--- src/rtl/cfa_gradient_engine_if.sv ---
// ---------------------------------------------------------------------------
// cfa_gradient_engine_if
// Column-in / gradient-out handshake bundle for cfa_gradient_engine.
//   master : column feeder + downstream consumer side (drives col_*, out_ready)
//   slave  : the gradient engine itself
// Signals:
//   col_valid/col_ready/col_sof/col_data : column stream (row -2 at LSBs)
//   out_valid/out_ready                  : gradient result handshake
//   grad_hs/grad_vs/grad_hf/grad_vf      : scaled, saturated gradients
//   weight, w_grad_hf, w_grad_vf         : only when WEIGHTED_FLAT_EN is defined
// Optional feature macro: WEIGHTED_FLAT_EN
// ---------------------------------------------------------------------------
interface cfa_gradient_engine_if #(
  parameter int PIX_W = 12,
  parameter int OUT_W = 8
);
  logic               col_valid;
  logic               col_ready;
  logic               col_sof;
  logic [5*PIX_W-1:0] col_data;
  logic               out_valid;
  logic               out_ready;
  logic [OUT_W-1:0]   grad_hs;
  logic [OUT_W-1:0]   grad_vs;
  logic [OUT_W-1:0]   grad_hf;
  logic [OUT_W-1:0]   grad_vf;
`ifdef WEIGHTED_FLAT_EN
  logic [OUT_W-1:0]   weight;
  logic [OUT_W-1:0]   w_grad_hf;
  logic [OUT_W-1:0]   w_grad_vf;

  modport master (
    output col_valid, col_sof, col_data, out_ready, weight,
    input  col_ready, out_valid, grad_hs, grad_vs, grad_hf, grad_vf,
           w_grad_hf, w_grad_vf
  );
  modport slave (
    input  col_valid, col_sof, col_data, out_ready, weight,
    output col_ready, out_valid, grad_hs, grad_vs, grad_hf, grad_vf,
           w_grad_hf, w_grad_vf
  );
`else
  modport master (
    output col_valid, col_sof, col_data, out_ready,
    input  col_ready, out_valid, grad_hs, grad_vs, grad_hf, grad_vf
  );
  modport slave (
    input  col_valid, col_sof, col_data, out_ready,
    output col_ready, out_valid, grad_hs, grad_vs, grad_hf, grad_vf
  );
`endif
endinterface

--- src/rtl/cfa_gradient_engine.sv ---
// ---------------------------------------------------------------------------
// cfa_gradient_engine
// Streaming 5x5 gradient engine for the CFA demosaic path. Takes one 5-pixel
// column per handshake, keeps a sliding 5x5 window and, for every complete
// window, produces smooth H/V and flat H/V gradients, scaled by >> SCALE_SH
// and saturated to OUT_W bits.
// Ports:
//   clk  : clock, rising edge
//   rst  : synchronous reset, active-low
//   bus  : cfa_gradient_engine_if.slave (column in, gradients out)
// Pipeline: window register, S1 (row/column sums), S2 (raw gradients),
//   S3 (scale + saturate), plus S4 (flat-gradient weighting) when the
//   WEIGHTED_FLAT_EN macro is defined. One global enable stalls every stage.
// ---------------------------------------------------------------------------
module cfa_gradient_engine #(
  parameter int PIX_W    = 12,
  parameter int OUT_W    = 8,
  parameter int SCALE_SH = 4
) (
  input  logic                  clk,
  input  logic                  rst,
  cfa_gradient_engine_if.slave  bus
);
  localparam int SUM_W = PIX_W + 3;
  localparam int P_W   = PIX_W + 5;
  localparam int RAW_W = PIX_W + 7;
  // Signed room for 5*c - P without wrap.
  localparam int DIF_W = PIX_W + 9;

  function automatic logic signed [DIF_W-1:0] times5(input logic [SUM_W-1:0] x);
    logic signed [DIF_W-1:0] xs;
    xs = DIF_W'(x);
    return xs + (xs <<< 2);
  endfunction

  function automatic logic [RAW_W-1:0] abs_diff(input logic signed [DIF_W-1:0] a,
                                                input logic signed [DIF_W-1:0] b);
    logic signed [DIF_W-1:0] d;
    d = a - b;
    return (d < 0) ? RAW_W'(-d) : RAW_W'(d);
  endfunction

  function automatic logic [OUT_W-1:0] scale_sat(input logic [RAW_W-1:0] raw);
    logic [RAW_W-1:0] sh;
    sh = raw >> SCALE_SH;
    if (sh > RAW_W'({OUT_W{1'b1}})) return '1;
    return OUT_W'(sh);
  endfunction

`ifdef WEIGHTED_FLAT_EN
  function automatic logic [OUT_W-1:0] weigh(input logic [OUT_W-1:0] g,
                                             input logic [OUT_W-1:0] w);
    logic [2*OUT_W-1:0] prod;
    prod = {{OUT_W{1'b0}}, g} * {{OUT_W{1'b0}}, w};
    return prod[2*OUT_W-1:OUT_W];
  endfunction
`endif

  logic             en, accept, out_vld;
  logic [2:0]       fill, fill_next;
  logic [PIX_W-1:0] win_p0 [5][5];   // [column][row], column 4 is the newest
  logic             vld_p0;
  logic [SUM_W-1:0] row_sum [5];
  logic [SUM_W-1:0] col_sum [5];
  logic [P_W-1:0]   p_sum;
  logic [SUM_W-1:0] row_p1 [5];
  logic [SUM_W-1:0] col_p1 [5];
  logic [P_W-1:0]   p_p1;
  logic             vld_p1;
  logic [RAW_W-1:0] hs_raw, vs_raw, hf_raw, vf_raw;
  logic [RAW_W-1:0] hs_p2, vs_p2, hf_p2, vf_p2;
  logic             vld_p2;
  logic [OUT_W-1:0] hs_p3, vs_p3, hf_p3, vf_p3;
  logic             vld_p3;
`ifdef WEIGHTED_FLAT_EN
  logic [OUT_W-1:0] hs_p4, vs_p4, hf_p4, vf_p4, whf_p4, wvf_p4;
  logic             vld_p4;
`endif

  assign en            = !out_vld || bus.out_ready;
  assign accept        = bus.col_valid && en;
  assign bus.col_ready = en;

  // sof restarts the fill count at 1, so older columns never complete a window.
  always_comb begin
    fill_next = fill;
    if (bus.col_sof)         fill_next = 3'd1;
    else if (fill != 3'd5)   fill_next = fill + 3'd1;
  end

  always_comb begin
    for (int k = 0; k < 5; k++) begin
      row_sum[k] = '0;
      col_sum[k] = '0;
    end
    for (int j = 0; j < 5; j++) begin
      for (int i = 0; i < 5; i++) begin
        col_sum[j] = col_sum[j] + SUM_W'(win_p0[j][i]);
        row_sum[i] = row_sum[i] + SUM_W'(win_p0[j][i]);
      end
    end
    p_sum = '0;
    for (int j = 0; j < 5; j++) p_sum = p_sum + P_W'(col_sum[j]);
  end

  always_comb begin
    hs_raw = '0;
    vs_raw = '0;
    hf_raw = '0;
    vf_raw = '0;
    for (int k = 0; k < 4; k++) begin
      hs_raw = hs_raw + abs_diff(DIF_W'(col_p1[k]), DIF_W'(col_p1[k+1]));
      vs_raw = vs_raw + abs_diff(DIF_W'(row_p1[k]), DIF_W'(row_p1[k+1]));
    end
    for (int k = 0; k < 5; k++) begin
      hf_raw = hf_raw + abs_diff(times5(col_p1[k]), DIF_W'(p_p1));
      vf_raw = vf_raw + abs_diff(times5(row_p1[k]), DIF_W'(p_p1));
    end
  end

  always_ff @(posedge clk) begin
    if (!rst) begin
      fill   <= '0;
      vld_p0 <= 1'b0;
      vld_p1 <= 1'b0;
      vld_p2 <= 1'b0;
      vld_p3 <= 1'b0;
      for (int j = 0; j < 5; j++) begin
        for (int i = 0; i < 5; i++) win_p0[j][i] <= '0;
        row_p1[j] <= '0;
        col_p1[j] <= '0;
      end
      p_p1  <= '0;
      hs_p2 <= '0; vs_p2 <= '0; hf_p2 <= '0; vf_p2 <= '0;
      hs_p3 <= '0; vs_p3 <= '0; hf_p3 <= '0; vf_p3 <= '0;
`ifdef WEIGHTED_FLAT_EN
      vld_p4 <= 1'b0;
      hs_p4  <= '0; vs_p4 <= '0; hf_p4 <= '0; vf_p4 <= '0;
      whf_p4 <= '0; wvf_p4 <= '0;
`endif
    end else if (en) begin
      // p0: window shift; a cycle without accept launches a bubble
      if (accept) begin
        for (int j = 0; j < 4; j++)
          for (int i = 0; i < 5; i++) win_p0[j][i] <= win_p0[j+1][i];
        for (int i = 0; i < 5; i++) win_p0[4][i] <= bus.col_data[i*PIX_W +: PIX_W];
        fill <= fill_next;
      end
      vld_p0 <= accept && (fill_next == 3'd5);
      // p1: row/column sums
      for (int k = 0; k < 5; k++) begin
        row_p1[k] <= row_sum[k];
        col_p1[k] <= col_sum[k];
      end
      p_p1   <= p_sum;
      vld_p1 <= vld_p0;
      // p2: raw gradients
      hs_p2  <= hs_raw;
      vs_p2  <= vs_raw;
      hf_p2  <= hf_raw;
      vf_p2  <= vf_raw;
      vld_p2 <= vld_p1;
      // p3: scale and saturate
      hs_p3  <= scale_sat(hs_p2);
      vs_p3  <= scale_sat(vs_p2);
      hf_p3  <= scale_sat(hf_p2);
      vf_p3  <= scale_sat(vf_p2);
      vld_p3 <= vld_p2;
`ifdef WEIGHTED_FLAT_EN
      // p4: flat-gradient weighting, weight sampled here
      hs_p4  <= hs_p3;
      vs_p4  <= vs_p3;
      hf_p4  <= hf_p3;
      vf_p4  <= vf_p3;
      whf_p4 <= weigh(hf_p3, bus.weight);
      wvf_p4 <= weigh(vf_p3, bus.weight);
      vld_p4 <= vld_p3;
`endif
    end
  end

`ifdef WEIGHTED_FLAT_EN
  assign out_vld       = vld_p4;
  assign bus.grad_hs   = hs_p4;
  assign bus.grad_vs   = vs_p4;
  assign bus.grad_hf   = hf_p4;
  assign bus.grad_vf   = vf_p4;
  assign bus.w_grad_hf = whf_p4;
  assign bus.w_grad_vf = wvf_p4;
`else
  assign out_vld       = vld_p3;
  assign bus.grad_hs   = hs_p3;
  assign bus.grad_vs   = vs_p3;
  assign bus.grad_hf   = hf_p3;
  assign bus.grad_vf   = vf_p3;
`endif
  assign bus.out_valid = out_vld;

endmodule

--- src/flat_wrapper.sv ---
// flat-port wrapper written by rule: the top's interface ports become plain ports
module cfa_gradient_engine_flat 
#(
  parameter int PIX_W    = 12,
  parameter int OUT_W    = 8,
  parameter int SCALE_SH = 4
)
  (clk, rst, bus_col_valid, bus_col_sof, bus_col_data, bus_out_ready, bus_col_ready, bus_out_valid, bus_grad_hs, bus_grad_vs, bus_grad_hf, bus_grad_vf);
  cfa_gradient_engine_if #(.PIX_W(PIX_W), .OUT_W(OUT_W)) bus_i ();
  input  logic clk;
  input  logic rst;
  input wire logic [$bits(bus_i.col_valid)-1:0] bus_col_valid;
  input wire logic [$bits(bus_i.col_sof)-1:0] bus_col_sof;
  input wire logic [$bits(bus_i.col_data)-1:0] bus_col_data;
  input wire logic [$bits(bus_i.out_ready)-1:0] bus_out_ready;
  output wire logic [$bits(bus_i.col_ready)-1:0] bus_col_ready;
  output wire logic [$bits(bus_i.out_valid)-1:0] bus_out_valid;
  output wire logic [$bits(bus_i.grad_hs)-1:0] bus_grad_hs;
  output wire logic [$bits(bus_i.grad_vs)-1:0] bus_grad_vs;
  output wire logic [$bits(bus_i.grad_hf)-1:0] bus_grad_hf;
  output wire logic [$bits(bus_i.grad_vf)-1:0] bus_grad_vf;
  assign bus_i.col_valid = bus_col_valid;
  assign bus_i.col_sof = bus_col_sof;
  assign bus_i.col_data = bus_col_data;
  assign bus_i.out_ready = bus_out_ready;
  assign bus_col_ready = bus_i.col_ready;
  assign bus_out_valid = bus_i.out_valid;
  assign bus_grad_hs = bus_i.grad_hs;
  assign bus_grad_vs = bus_i.grad_vs;
  assign bus_grad_hf = bus_i.grad_hf;
  assign bus_grad_vf = bus_i.grad_vf;
  cfa_gradient_engine #(.PIX_W(PIX_W), .OUT_W(OUT_W), .SCALE_SH(SCALE_SH)) u_core (.clk(clk), .rst(rst), .bus(bus_i));
endmodule
--- config.mk ---
export PLATFORM = sky130hd
export DESIGN_NAME = cfa_gradient_engine_flat
export DESIGN_NICKNAME = d
export VERILOG_FILES = /design/src/rtl/cfa_gradient_engine_if.sv /design/src/rtl/cfa_gradient_engine.sv /design/src/flat_wrapper.sv
export SDC_FILE = /design/constraint.sdc
export NUM_CORES = 2
export LEC_CHECK = 0
export ABC_CLOCK_PERIOD_IN_PS = 11300
export BUFFER_PORTS_ARGS = -buffer_cell sky130_fd_sc_hd__buf_4
export CAP_MARGIN = 20
export CORE_ASPECT_RATIO = 0.8
export CORE_MARGIN = 2
export CORE_UTILIZATION = 45
export CTS_BUF_LIST = sky130_fd_sc_hd__clkbuf_2 sky130_fd_sc_hd__clkbuf_4 sky130_fd_sc_hd__clkbuf_8
export CTS_CLUSTER_SIZE = 16
export DETAILED_ROUTE_END_ITERATION = 10
export PLACE_DENSITY = 0.69
export SLEW_MARGIN = 20
export SYNTH_ARGS = -nofsm -noshare
export SYNTH_HDL_FRONTEND = slang
export SYNTH_SLANG_ARGS = --single-unit
--- constraint.sdc ---
create_clock -name clk -period 11.3 [get_ports clk]
set_input_delay 0.565 -clock clk [delete_from_list [all_inputs] [get_ports clk]]
set_output_delay 0.565 -clock clk [all_outputs]
set_load 0.02 [all_outputs]
==> qor.yml <==
grt:
  antenna_found_initial: 13
  grt_overflow: 0
  grt_pass1_vias: 51173
  track_usage_pct: 27.57
  grt_pass1_wl_um: 311700
  grt_max_degree: 161
worst_hold_path:
  hold_start: "bus_col_data[47]"
  hold_class: "primary input to flop"
layout:
  nFillCells: 13749
  utilization_pct: 48.95
  nets: 8773
  area_growth_syn_to_layout_pct: 8.400
  drive_gt1_share_pct: 5.096
die:
  design.core.area_um2: 147100
  fp.dieH_um: 347.6
  rows: 126
  ioPinCount: 99
  dieArea_um2: 150700
  start_util_pct: 45.15
  dieWidth_um: 433.5
cts:
  cts-buffers-inserted: 97
  cts.htree.levels: 3
  cts_resized: 0
  clkTransAtPathRegs_ns: 0.07
  cts_buffer_depth: 3
  cts_tree: "done"
  clk_latency_ns: 0.86
  clockRootBuffer: "clkbuf_8"
  clock-sinks: 566
timing:
  hold_viol: 0
  tightest_slew_ns: 1.132
  fmax_mhz: 111.9
  finalCriticalPeriod_ns: 8.939
  setup_tns_ns: 0
  setup_violations: 0
  worst_hold_slack_ns: 0.04892
  max-slew-margin-rel_pct: 23.95
  clock_skew_ns: 0.06531
  rsz0062_at_grt: "no"
  slew_violations: 0
  period_share_pct: 79.11
routing:
  first_pass_iters: 7
  drc: 0
  vias_per_cell: 5.532
  wl_per_cell_um: 22.19
  ant_nets: 0
  vias: 52364
  drt_iter0_markers: 5241
  wl_um: 210000
logic_synthesis:
  yosysWarnings: 0
  yosys.area.top_type: "edfxtp_1"
  synth_edf_count: 450
  synthCells: 7242
  synth_top_area_share_pct: 20.35
  syn-mean-instance-area_um2: 9.171
  yosys-top-cells-area: "edfxtp_1 20%, fa_1 18%, ha_1 13%"
  synthFlopType: "edfxtp_1"
  ys_types: 102
  syn_area_um2: 66420
  async_reset_ff_share_pct: 0
  ys_seq_area_share_pct: 23.84
  ys_seq_elements: 566
worst_setup_path:
  crit_fanout: 10
  endpoint_kind: "flop"
  r2r_cells: 30
  crit_arrival_ns: 9.63
  cp-start-kind: "flop"
  crit_end: "u_core.vf_p2[18]$_SDFFE_PN0N_"
  crit_path_top_delay_cell: "dfxtp_1"
  critPathLaunch: "u_core.p_p1[8]$_SDFFE_PN0N_"
  r2r_slack_ns: 2.36
  critPathKind: "flop to flop"
  r2r_end: "u_core.vf_p2[18]$_SDFFE_PN0N_"
  crit_required_ns: 11.99
  worstReg2RegStart: "u_core.p_p1[8]$_SDFFE_PN0N_"
  max_stage_delay_ns: 0.87
placed_design:
  place_hpwl_um: 175500
  port_buffers: 98
  place_congestion: 1.006
run_status:
  status: "complete, no violations"
job:
  max-cap-violations: 0
==> worst min path at each step <==
stage,slack (ns),cells after the start,endpoint
3_5_place_dp,0.43,2,u_core.bus.grad_hs[2]$_SDFFE_PN0N_
4_1_cts,0.0003,2,u_core.win_p0[0][258]$_SDFFCE_PN0P_
5_1_grt,0.005,2,u_core.win_p0[0][258]$_SDFFCE_PN0P_
3_3_place_gp,0.43,2,u_core.bus.grad_hs[3]$_SDFFE_PN0N_
2_1_floorplan,0.43,2,u_core.hf_p2[15]$_SDFFE_PN0N_
6_report,0.05,2,u_core.win_p0[0][263]$_SDFFCE_PN0P_
==> synth_stat cells, drive strengths merged (13+ instances only) <==
master / number
nor2b: 108
xor2: 261
a21o: 108
a21oi: 374
nand2: 400
a211oi: 24
nand2b: 64
o21bai: 104
a21boi: 69
and3: 192
o21a: 78
nor2: 528
xnor2: 440
mux2i: 15
o31a: 22
ha: 699
nand3: 77
nand3b: 22
edfxtp: 450
and2: 105
o21ai: 344
nor3: 148
nor3b: 19
fa: 612
a31oi: 30
o31ai: 61
or2: 23
dfxtp: 116
or3: 83
nor4: 22
clkbuf: 122
nand4: 20
o211ai: 13
a2111oi: 16
inv: 1305
==> per-stage QoR <==
| stage | instances | worst slack [ns] | cell area (um2) |
|---|---|---|---|
| after detailed placement | 9249 | 2.405 | 69570 |
| after CTS | 9459 | 2.389 | 71950 |
| after global routing | 9464 | 1.541 | 71990 |
| after floorplan | 7256 | 3.081 | 66470 |
| final | 9465 | 2.361 | 72000 |
| after global placement | 9249 | 2.477 | 69560 |
==> cells in the final DEF, fill, tap and decap left out, drive strengths merged, types with 104 or more instances in the layout <==
cell,Yosys,routed
nand2,400,400
xor2,261,261
o21bai,104,104
nor3,148,148
inv,1305,1309
xnor2,440,440
clkbuf,122,138
nor2,528,528
a21oi,374,374
and2,105,105
o21ai,344,344
nor2b,108,108
edfxtp,450,450
and3,192,192
dfxtp,116,116
a21o,108,108
fa,612,612
ha,699,699
buf,9,141
==> registers in the layout, summed over array words and instances, names as in the netlist, 15 cells and up <==
| register | count |
|---|---|
| u_core.win_p0 | 300 |
| u_core.col_p1 | 75 |
| u_core.row_p1 | 75 |
| u_core.p_p1 | 17 |
| u_core.hf_p2 | 15 |
| u_core.hs_p2 | 15 |
| u_core.vf_p2 | 15 |
| u_core.vs_p2 | 15 |
==> cell families (layout without fill, tap and decap cells) <==
logic type	count (synthesis)	after routing	synth area share [%]
compound gates	1341	1341	12.80
simple gates	1868	1868	14.09
buf+inv	1436	1656	8.120
other cells	2	21	0.01131
flops	566	566	23.84
fa+ha+maj	1311	1311	31.62
mux	16	16	0.2430
xor+xnor	702	702	9.278
==> per-layer routing <==
metal / vias to the layer above / part of all wire [%] / global-route usage (%) / routed length [um]
met1: 25530 / 46 / 41.13 / 96120
met5: - / 0.032 / 0 / 67
met3: 270 / 11 / 7.105 / 22700
met2: 2162 / 41 / 39.67 / 85890
li1: 24394 / - / - / -
met4: 8 / 2.5 / 6.322 / 5235
==> layout make-up <==
| type | instances | area, um2 | area share, % |
|---|---|---|---|
| diodes | 5 | 12.51 | 0.01738 |
| clock buffers | 138 | 1699 | 2.360 |
| clock inverters | 40 | 357.8 | 0.4970 |
| inverters | 1305 | 4903 | 6.811 |
| multi-input cells | 5254 | 45290 | 62.91 |
| flip-flops and latches | 566 | 15840 | 22.00 |
| well taps | 1984 | 2482 | 3.448 |
| repair buffers | 173 | 1411 | 1.960 |
==> worst max-delay path, delay by kind of cell (launching register included) <==
kind / cells / cell delay, ns
adder cells (fa/ha/maj): 6 / 2.42
buffers and inverters: 3 / 0.45
AO/OA/AOI/OAI: 18 / 4.54
flip-flops: 1 / 0.87
AND/OR/NAND/NOR: 1 / 0.20
XOR/XNOR: 2 / 0.33
==> repair_timing <==
item | 4_1_cts | 5_1_grt
setup buffers | 0 | 0
hold buffers | 32 | 0
endpoints found under the hold margin | 32 | 0
Power is left out: the tool's default activity adds up to more than one toggle a clock period on the data nets, which glitch-free logic cannot reach.
